### src/rtl/tod_pkg.sv
// tod_pkg: shared mode encoding and field moduli for the time-of-day chain
package tod_pkg;
    typedef enum logic [1:0] {RUN, SET_HR, SET_MIN} tod_mode_e;
    localparam int SEC_MOD = 60;
    localparam int MIN_MOD = 60;
    localparam int HR_MOD  = 24;
endpackage

### src/rtl/tod_set_ctrl_mod_counter.sv
// mod_counter: modulo-N counter with synchronous clear and combinational wrap flag
//   clk, rst_n : clock, asynchronous active-low reset
//   clr        : synchronous clear, wins over en
//   en         : count enable
//   cnt        : current count, 0..N-1
//   co         : en && cnt == N-1 (the count wraps on this edge)
module mod_counter #(
    parameter int N = 2,
    localparam int W = (N > 1) ? $clog2(N) : 1
) (
    input  logic         clk,
    input  logic         rst_n,
    input  logic         clr,
    input  logic         en,
    output logic [W-1:0] cnt,
    output logic         co
);
    assign co = en && (cnt == W'(N - 1));

    always_ff @(posedge clk or negedge rst_n) begin
        if (!rst_n)
            cnt <= '0;
        else if (clr)
            cnt <= '0;
        else if (en)
            cnt <= co ? '0 : cnt + 1'b1;
    end
endmodule

### src/rtl/tod_set_ctrl.sv
// tod_set_ctrl: H:M:S time-of-day registers with RUN/SET_HR/SET_MIN mode control
//   clk, rst_n    : clock, asynchronous active-low reset
//   tick          : base enable, PRESCALE ticks per second
//   btn_mode      : pulse, advance mode RUN -> SET_HR -> SET_MIN -> RUN
//   btn_inc       : pulse, increment the field being edited (no carry)
//   sec, min, hr  : time fields
//   mode          : current mode
//   blink         : display-on flag for the edited field
//   co_day        : one-cycle pulse after the 23:59:59 -> 00:00:00 rollover
module tod_set_ctrl
    import tod_pkg::*;
#(
    parameter int PRESCALE  = 10,
    parameter int BLINK_DIV = 5
) (
    input  logic       clk,
    input  logic       rst_n,
    input  logic       tick,
    input  logic       btn_mode,
    input  logic       btn_inc,
    output logic [5:0] sec,
    output logic [5:0] min,
    output logic [4:0] hr,
    output logic [1:0] mode,
    output logic       blink,
    output logic       co_day
);
    localparam int PW = (PRESCALE > 1) ? $clog2(PRESCALE) : 1;
    localparam int BW = (BLINK_DIV > 1) ? $clog2(BLINK_DIV) : 1;

    tod_mode_e     mode_q, mode_d;
    logic          run, inc, pre_co, strobe;
    logic          sec_co, min_co, hr_co, min_en, hr_en;
    logic          blink_clr, blink_co;
    logic [PW-1:0] pre_cnt_unused;
    logic [BW-1:0] blink_cnt_unused;

    always_ff @(posedge clk or negedge rst_n) begin
        if (!rst_n)
            mode_q <= RUN;
        else
            mode_q <= mode_d;
    end

    always_comb begin
        mode_d = mode_q;
        if (btn_mode)
            mode_d = (mode_q == RUN) ? SET_HR : (mode_q == SET_HR) ? SET_MIN : RUN;
    end

    assign mode   = mode_q;
    assign run    = (mode_q == RUN);
    // a mode change swallows both the increment and any coincident strobe
    assign inc    = btn_inc & ~btn_mode;
    assign strobe = pre_co & ~btn_mode;
    assign min_en = run ? sec_co : (mode_q == SET_MIN) & inc;
    assign hr_en  = run ? min_co : (mode_q == SET_HR) & inc;

    mod_counter #(.N(PRESCALE)) u_pre (
        .clk(clk), .rst_n(rst_n), .clr(~run | btn_mode), .en(tick & run),
        .cnt(pre_cnt_unused), .co(pre_co)
    );

    mod_counter #(.N(SEC_MOD)) u_sec (
        .clk(clk), .rst_n(rst_n), .clr(run & btn_mode), .en(strobe),
        .cnt(sec), .co(sec_co)
    );

    mod_counter #(.N(MIN_MOD)) u_min (
        .clk(clk), .rst_n(rst_n), .clr(1'b0), .en(min_en),
        .cnt(min), .co(min_co)
    );

    mod_counter #(.N(HR_MOD)) u_hr (
        .clk(clk), .rst_n(rst_n), .clr(1'b0), .en(hr_en),
        .cnt(hr), .co(hr_co)
    );

    // held clear in RUN; mode entry and edits restart the blink period
    assign blink_clr = run | btn_mode | btn_inc;

    mod_counter #(.N(BLINK_DIV)) u_blink (
        .clk(clk), .rst_n(rst_n), .clr(blink_clr), .en(tick),
        .cnt(blink_cnt_unused), .co(blink_co)
    );

    always_ff @(posedge clk or negedge rst_n) begin
        if (!rst_n) begin
            blink  <= 1'b1;
            co_day <= 1'b0;
        end else begin
            blink  <= blink_clr ? 1'b1 : blink_co ? ~blink : blink;
            co_day <= run & hr_co;
        end
    end
endmodule

### config.mk
export PLATFORM = sky130hd
export DESIGN_NAME = tod_set_ctrl
export DESIGN_NICKNAME = d
export VERILOG_FILES = /design/src/rtl/tod_pkg.sv /design/src/rtl/tod_set_ctrl_mod_counter.sv /design/src/rtl/tod_set_ctrl.sv
export SDC_FILE = /design/constraint.sdc
export NUM_CORES = 1
export LEC_CHECK = 0
export BUFFER_PORTS_ARGS = -buffer_cell sky130_fd_sc_hd__buf_2
export CORE_MARGIN = 4
export CORE_UTILIZATION = 50
export CTS_BUF_LIST = sky130_fd_sc_hd__clkbuf_8
export CTS_CLUSTER_DIAMETER = 200
export CTS_CLUSTER_SIZE = 40
export DETAILED_ROUTE_END_ITERATION = 7
export PLACE_DENSITY_LB_ADDON = 0.05
export SETUP_SLACK_MARGIN = 0.1
export SYNTH_ARGS = -nofsm -noshare
export SYNTH_HDL_FRONTEND = slang
export SYNTH_SLANG_ARGS = --single-unit
### constraint.sdc
create_clock -name clk -period 1.7 [get_ports clk]
set_input_delay 0.17 -clock clk [delete_from_list [all_inputs] [get_ports clk]]
set_output_delay 0.17 -clock clk [all_outputs]
set_load 0.02 [all_outputs]
==> metrics.csv <==
metric;value;unit
fin_skew;0.003187;ns
slew-limit-headroom;58.06;%
netlist_area;1519;um^2
clkTransAtPathRegs;0.09;ns
cts_root_buffer;clkbuf_8;
synth.distinct_cells;41;
reg2reg_from;u_pre.cnt[1];
dr.pass1.iters;4;
drive_gt1_share;39.30;%
yosysWarnings;0;
drtIter0Drc;36;
hold_depth;3;
hold_end;u_pre.cnt[1];
postLayoutCellArea;1988;um^2
worstRegToRegCells;7;
preCtsSetupSlack;-0.1131;ns
ys_ff_latch;28;
fin_nets;214;
p_per_area;1052;nW/um^2
die_w;63.12;um
cp-start-kind;flop;
synth_most_common_cell;dfrtp_1;
worst_slack;-0.06988;ns
io_pins;26;
final.setup.tns;-0.2336;ns
rsz0062_at_grt;yes;
avgSynthCellArea;10.33;um^2
reg2reg_slack;-0.07;ns
grt_overflow_total;0;
yosys-top-cells-count;dfrtp_1, nand2_1, nor2_1;
area_growth;30.89;%
portBuffers;25;
worst_hold_path_type;input pin to flop;
clock_path_buffers;2;
grt_use_total;18.62;%
drt-total-wl;3.250;mm
arrival;1.91;ns
antenna_found_initial;0;
syn_nets;159;
die_h;63.12;um
status;complete, but fails checks;
core;2829;um^2
synthArstFlopShare;100.0;%
grt_max_degree;29;
crit_fanout;5;
setup_viol;6;
htreeDepth;1;
tightest_slew;0.6291;ns
wl_per_cell;14.01;um
reg2reg_to;u_hr.cnt[4];
start_util;53.69;%
cts_buffers;3;
grt_pass1_vias;1345;
via_per_inst;5.599;
syn_inst;147;
synth.top_cell.area_share;44.48;%
failed_checks;negative setup slack;
rows;19;
maxCapViolations;0;
diodes;0;
place_area;1881;um^2
cp-end-kind;flop;
hold_path_startpoint;tick;
place.gp.congestion;0.8309;
period_share;104.1;%
finalHoldViolations;0;
slew_viol_final;0;
clk_latency;0.27;ns
synth_ff_type;dfrtp_1;
place_hpwl;2.455;mm
ys_seq_area_share;46.21;%
multiInputGateArea;823.3;um^2
postRouteAntennaNets;0;
worstSetupPathType;flop to flop;
holdWs;0.2867;ns
fmax;0.5650;GHz
die_area;3984;um^2
ir_worst_vdd;0.7000;mV
regArea;706.9;um^2
cp.required;1.84;ns
synth_edf_count;0;
vias;1299;
grt_pass1_wl;6.037;mm
clock_sinks;28;
yosys.area.top_type;dfrtp_1;
fill_cells;213;
yosys-top-cells-area;dfrtp_1, ha_1, nand2_1, nor3_4, mux2_2;
drc;0;
period_needed;1.770;ns
cts_tree;built;
p_leak;0.0009522;uW
critical path, cell delays in order (launching register included):
cell and delay [ns]:
dfrtp_1 0.39, inv_1 0.06, ha_1 0.15, nand4b_2 0.14, nor3_4 0.18, a32oi_4 0.17
o41ai_1 0.41, o41ai_2 0.15
power by group:
group	internal, uW	switching [uW]
clock network	207	207
logic	339	460
registers	773	104
total	1320	771
layout by cell type (no fill, tap or decap), drive strengths merged, types with 7 or more instances in the layout:
| master | Yosys | layout |
|---|---|---|
| nor2 | 12 | 12 |
| o21ai | 7 | 7 |
| nand2 | 17 | 17 |
| buf | 1 | 52 |
| ha | 7 | 7 |
| dfrtp | 27 | 27 |
| inv | 7 | 7 |
| nand3 | 7 | 7 |
| nor3 | 8 | 8 |
flip-flops by register name, summed over array words and instances (netlist names):
| signal | count |
|---|---|
| blink | 1 |
| u_hr.cnt | 5 |
| mode | 2 |
| u_pre.cnt | 4 |
| u_min.cnt | 6 |
| u_blink.cnt | 3 |
| u_sec.cnt | 6 |
| co_day | 1 |
worst max-delay path by stage:
stage                 startpoint  cells after the start  slack, ns     endpoint
detailed placement  u_pre.cnt[1]                      7      -0.11  u_hr.cnt[3]
CTS                 u_pre.cnt[1]                      7      -0.07  u_hr.cnt[4]
global route        u_pre.cnt[1]                      7      -0.16  u_hr.cnt[4]
finish              u_pre.cnt[1]                      7      -0.07  u_hr.cnt[4]
global placement    u_pre.cnt[1]                      7      -0.05  u_hr.cnt[3]
floorplan           u_pre.cnt[1]                      7      -0.12  u_hr.cnt[3]
through the flow:
stage / utilization (%) / total power, uW / cells
CTS: 69.70 / 2104 / 232
global route: 70.28 / 2258 / 232
global placement: 66.48 / 1635 / 226
floorplan: - / 1334 / 147
finish: 70.28 / 2092 / 232
detailed placement: 66.48 / 1660 / 226
metal layers:
layer  global-route usage [%]  up-vias  wire [um]
li1                         -      640          -
met1                    23.31      625       1420
met2                    33.07       29       1684
met3                    3.020        5        115
met4                    4.959        0         29
met5                        0        -          0
timing repair:
item                                    in CTS  in global routing
endpoints found under the hold margin       27                  0
pin swaps                                    3                  0
resized for setup                            3                  2
setup buffers                                1                  0
endpoints found under the setup margin      17                 20
hold buffers                                 1                  0
logic make-up after synthesis:
kind of cell,count (synthesis),synth area share (%)
xor gates and xnor gates,6,3.460
adders and majority gates,7,5.766
buffers and inverters,10,2.554
AOI/OAI and AO/OA,28,13.68
muxes,8,5.684
and+or+nand+nor,60,22.65
DFF,28,46.21
cell type report:
type / instances / share of cell area, %
clock buffer: 4 / 2.769
inverter: 7 / 1.322
multi-input combinational: 109 / 41.41
sequential: 28 / 35.56
tap: 31 / 1.951
timing repair buffer: 53 / 16.99
Power figures use the tool's default switching activity.
